## src/rtl/sv_uart_pkg.sv

```systemverilog
// Shared types and constants for the UART receive path.
// Provides the byte width and the packer FSM state encoding.
package sv_uart_pkg;

    localparam int WORD_WIDTH = 8;

    typedef enum logic {
        FILL = 1'b0,
        HOLD = 1'b1
    } packer_state_t;

endpackage

```

## src/rtl/sv_uart_rx_packer.sv

```systemverilog
// Packs UART RX bytes MSB-first into DATA_WIDTH words with an inter-byte
// timeout that discards partial words and a 1-word output register.
// Ports:
//   iclk, irst          clock, synchronous active-low reset
//   s_axis_t*           byte stream in (tdata 8b, tvalid, tready)
//   m_axis_t*           word stream out (tdata DATA_WIDTH, tvalid, tready)
//   itimeout            inter-byte gap limit in cycles, 0 disables
//   otimeout            1-cycle pulse when a partial word is discarded
module sv_uart_rx_packer
    import sv_uart_pkg::*;
#(
    parameter int DATA_WIDTH = 24,
    parameter int TO_WIDTH   = 24
) (
    input  logic                  iclk,
    input  logic                  irst,
    input  logic [WORD_WIDTH-1:0] s_axis_tdata,
    input  logic                  s_axis_tvalid,
    output logic                  s_axis_tready,
    output logic [DATA_WIDTH-1:0] m_axis_tdata,
    output logic                  m_axis_tvalid,
    input  logic                  m_axis_tready,
    input  logic [TO_WIDTH-1:0]   itimeout,
    output logic                  otimeout
);

    localparam int WORDS = DATA_WIDTH / WORD_WIDTH;
    localparam int BCW   = $clog2(WORDS);
    localparam logic [BCW-1:0] LAST = BCW'(WORDS - 1);
    localparam logic [TO_WIDTH-1:0] TO_ONE = TO_WIDTH'(1);

    generate
        if ((DATA_WIDTH % WORD_WIDTH) != 0 || DATA_WIDTH < 16) begin : g_bad_width
            $error("sv_uart_rx_packer: DATA_WIDTH must be a multiple of 8 and >= 16");
        end
    endgenerate

    packer_state_t         state_q, state_d;
    logic [BCW-1:0]        bcnt_q;
    logic [DATA_WIDTH-1:0] asm_q;
    logic [DATA_WIDTH-1:0] asm_next;
    logic [DATA_WIDTH-1:0] out_data_q;
    logic                  out_vld_q;
    logic [TO_WIDTH-1:0]   to_cnt_q;
    logic                  to_pulse_q;

    logic rdy, acc, last, drain, out_free, to_act, expire;

    assign asm_next = {asm_q[DATA_WIDTH-WORD_WIDTH-1:0], s_axis_tdata};

    // State register
    always_ff @(posedge iclk) begin
        if (!irst) state_q <= FILL;
        else       state_q <= state_d;
    end

    // Next-state logic
    always_comb begin
        state_d = state_q;
        unique case (state_q)
            FILL: if (last && !out_free) state_d = HOLD;
            HOLD: if (drain)             state_d = FILL;
            default:                     state_d = FILL;
        endcase
    end

    // Output / control decode
    always_comb begin
        rdy      = (state_q == FILL);
        acc      = s_axis_tvalid && rdy;
        last     = acc && (bcnt_q == LAST);
        drain    = out_vld_q && m_axis_tready;
        out_free = !out_vld_q || m_axis_tready;
        to_act   = (state_q == FILL) && (bcnt_q != '0) && (itimeout != '0);
        // >= rather than == so a limit lowered mid-word still fires
        expire   = to_act && !acc && (to_cnt_q >= itimeout - TO_ONE);
    end

    assign s_axis_tready = rdy;
    assign m_axis_tdata  = out_data_q;
    assign m_axis_tvalid = out_vld_q;
    assign otimeout      = to_pulse_q;

    // Datapath: assembler, byte counter, output register, timeout
    always_ff @(posedge iclk) begin
        if (!irst) begin
            bcnt_q     <= '0;
            asm_q      <= '0;
            out_data_q <= '0;
            out_vld_q  <= 1'b0;
            to_cnt_q   <= '0;
            to_pulse_q <= 1'b0;
        end else begin
            to_pulse_q <= expire;

            if (acc) begin
                asm_q  <= asm_next;
                bcnt_q <= last ? '0 : bcnt_q + BCW'(1);
            end else if (expire) begin
                asm_q  <= '0;
                bcnt_q <= '0;
            end

            if (!to_act || acc || expire) to_cnt_q <= '0;
            else                          to_cnt_q <= to_cnt_q + TO_ONE;

            // A held word takes priority; no byte is accepted in HOLD
            if (state_q == HOLD && drain) begin
                out_data_q <= asm_q;
                out_vld_q  <= 1'b1;
            end else if (last && out_free) begin
                out_data_q <= asm_next;
                out_vld_q  <= 1'b1;
            end else if (drain) begin
                out_vld_q  <= 1'b0;
            end
        end
    end

endmodule
```

## config.mk

```make
export PLATFORM = sky130hd
export DESIGN_NAME = sv_uart_rx_packer
export DESIGN_NICKNAME = d
export VERILOG_FILES = /design/src/rtl/sv_uart_pkg.sv /design/src/rtl/sv_uart_rx_packer.sv
export SDC_FILE = /design/constraint.sdc
export NUM_CORES = 1
export LEC_CHECK = 0
export CAP_MARGIN = 10
export CORE_ASPECT_RATIO = 0.7
export CORE_MARGIN = 3
export CORE_UTILIZATION = 45
export DETAILED_ROUTE_END_ITERATION = 8
export PLACE_DENSITY = 0.67
export SYNTH_ARGS = -nofsm -noshare
export SYNTH_HDL_FRONTEND = slang
export SYNTH_SLANG_ARGS = --single-unit
```

## constraint.sdc

```tcl
create_clock -name iclk -period 6 [get_ports iclk]
set_input_delay 1.2 -clock iclk [delete_from_list [all_inputs] [get_ports iclk]]
set_output_delay 1.2 -clock iclk [all_outputs]
set_load 0.01 [all_outputs]
```

==> impl_metrics.py <==
metrics = {
    "layout": {
        "regArea_um2": 1541,
        "final_common_cell": "dfxtp_1",
        "fin_nets": 541,
        "drive_gt1_share_pct": 8.282,
        "final_core_utilization_pct": 60.06,
        "syn_to_final_growth_pct": 25.13,
        "final_cell_mix": "77 x dfxtp_1, 70 x nor2_1, 62 x clkdlybuf4s50_1",
        "multi_input_area_um2": 2267,
        "fill_cells": 726,
        "antenna_cells": 0,
    },
    "clock_network": {
        "clock_sinks": 77,
        "clk_path_buf_depth": 2,
        "post_cts_resized": 0,
        "post-cts-setup-buffers": 0,
        "path_clk_slew_ns": 0.06,
        "cts_tree": "built",
        "root_buffer": "clkbuf_16",
        "numCtsBuffers": 9,
        "clk_latency_ns": 0.33,
        "htree_levels": 3,
        "hold_buffers": 0,
    },
    "worst_setup_path": {
        "crit_path_start_kind": "input pin",
        "worstSetupPathType": "input pin to flop",
        "worstPathRequired_ns": 6.28,
        "rrSetupSlack_ns": 3.05,
        "crit_fanout": 26,
        "cp.arrival_ns": 5.37,
        "critPathCaptureType": "flop",
    },
    "logic_synthesis": {
        "netlist_instances": 422,
        "yosysWarnings": 0,
        "synth-edff-count": 0,
        "synth_area_um2": 3924,
        "postSynthAreaPerCell_um2": 9.298,
        "yosys_register_bits": 77,
        "ys_async_sr_fraction_pct": 0,
        "synth.distinct_cells": 45,
        "seq_area_frac_synth_pct": 39.29,
        "synth_nets": 484,
        "synthFlopType": "dfxtp_1",
    },
    "route": {
        "avgViaCountPerCell": 5.331,
        "wl_per_cell_um": 15.01,
        "routed_wl_um": 8991,
        "detail_route.first_pass.iterations": 4,
        "drt_iter0_drc": 217,
        "ant_nets": 0,
        "post-route-drc-count": 0,
        "num_vias": 3193,
    },
    "sta": {
        "worstMarginPinSlew_ns": 1.024,
        "rsz0062_at_grt": "no",
        "finalClockSkew_ns": 0.004464,
        "drv_slew": 0,
        "min_period_ns": 5.089,
        "setup_viol": 0,
        "fmax_mhz": 196.5,
        "layout_worst_path_cycle_share_pct": 84.82,
        "relSlewSlack_pct": 31.50,
        "finalSetupTns_ns": 0,
        "final-hold-violation-count": 0,
    },
    "die": {
        "start_util_pct": 48.00,
        "dieHeight_um": 84.13,
        "ios": 63,
        "core_um2": 8175,
        "die_w_um": 117.6,
        "rows": 27,
        "die_area_um2": 9894,
    },
    "global_routing": {
        "grt_pass1_vias": 2988,
        "grt-ovfl-total": 0,
        "grt_max_degree": 50,
        "grt_pass1_wl_um": 15030,
        "antenna_found_initial": 0,
        "grt_usage_pct": 18.96,
    },
    "run": {
        "maxCapViolCount": 0,
    },
    "power": {
        "vdd_drop_max_mv": 0.1487,
        "p_leak_nw": 1.898,
        "power_density_nw_per_um2": 235.3,
    },
    "run_status": {
        "status": "complete, no violations",
    },
    "placement": {
        "portBuffers": 62,
        "place_hpwl_um": 6762,
        "place_congestion": 0.8899,
    },
    "worst_hold_path": {
        "hold_path.class": "flop to flop",
    },
}
Yosys cell counts, types with 5 or more instances:
cell      count  area, um2
xnor2_1      29      254.0
nand3_1       6      30.03
a22o_2       18      180.2
inv_1        10      37.54
dfxtp_1      77       1541
nor2_1       71      266.5
nor3_1        9      45.04
nor4_1        6      37.54
a21oi_1       9      45.04
ha_1         26      325.3
nand2_1      18      67.56
nand4_1      10      62.56
mux2i_1      24      240.2
a211oi_1     24      180.2
and3_1        5      31.28
clkbuf_1     12      45.04
xor2_1       14      122.6
a22o_1        6      52.55
o21ai_0       5      25.02
flip-flops by register name, indices dropped and copies added (netlist names):
name / count
asm_q: 24
otimeout: 1
bcnt_q: 2
m_axis_tdata: 24
to_cnt_q: 24
m_axis_tvalid: 1
state_q: 1
final cells by class:
class	count	share of cell area (%)
Sequential cell	77	31.40
Inverter	11	0.8410
Tap cell	116	2.956
Clock buffer	12	5.428
Timing Repair Buffer	63	12.79
Multi-Input combinational cell	317	46.18
Clock inverter	3	0.4077
per-stage QoR:
| step | std cells | hold WS [ns] | power, mW | worst slack [ns] | area, um2 |
|---|---|---|---|---|---|
| 2_1_floorplan | 422 | 0.4255 | 0.5994 | 1.778 | 3924 |
| 3_3_place_gp | 584 | 0.4430 | 0.6497 | 0.7093 | 4623 |
| 3_5_place_dp | 584 | 0.4608 | 0.6523 | 0.6225 | 4623 |
| 4_1_cts | 599 | 0.4737 | 1.168 | 0.9538 | 4910 |
| 5_1_grt | 599 | 0.4894 | 1.203 | 0.5299 | 4910 |
| 6_report | 599 | 0.4655 | 1.155 | 0.9109 | 4910 |
path summary, 6_finish.rpt:
kind | from | end | cells after the start
min | to_cnt_q[0]$_SDFF_PP0_ | to_cnt_q[0]$_SDFF_PP0_ | 1
min reg2reg | to_cnt_q[0]$_SDFF_PP0_ | to_cnt_q[0]$_SDFF_PP0_ | 1
max reg2reg | to_cnt_q[0]$_SDFF_PP0_ | asm_q[13]$_SDFFE_PN0P_ | 8
max | itimeout[0] | asm_q[13]$_SDFFE_PN0P_ | 13
routing by layer:
layer | GRT usage, % | vias to the layer above | part of all wire [%]
li1 | - | 1636 | -
met1 | 28.92 | 1470 | 51
met2 | 25.70 | 76 | 40
met3 | 4.946 | 11 | 7.8
met4 | 6.064 | 0 | 1.2
met5 | 0 | - | 0
kinds of logic after synthesis:
kind of cell    after synthesis  share of synthesized area [%]
mux                          24                          6.122
xor+xnor                     43                          9.598
fa+ha+maj                    26                          8.291
simple gates                149                          18.21
buf+inv                      28                          3.125
compound gates               75                          15.37
flops                        77                          39.29
report_power, final:
part           total (mW)  internal (mW)  switching, mW
registers           0.534          0.524         0.0101
logic               0.107         0.0562         0.0507
clock network       0.514          0.311          0.204
critical path, cell delays in order:
cell and delay [ns]:
clkdlybuf4s50_1 0.44, nor4_1 0.63, nand4_1 0.23, or2_2 0.36, nor3_1 0.22, xnor2_1 0.17
ha_1 0.29, nand4_1 0.19, nor3_1 0.11, a22oi_1 0.16, o211ai_1 0.18, a211oi_4 0.90
a22o_2 0.27
(Power assumes the default switching activity.)
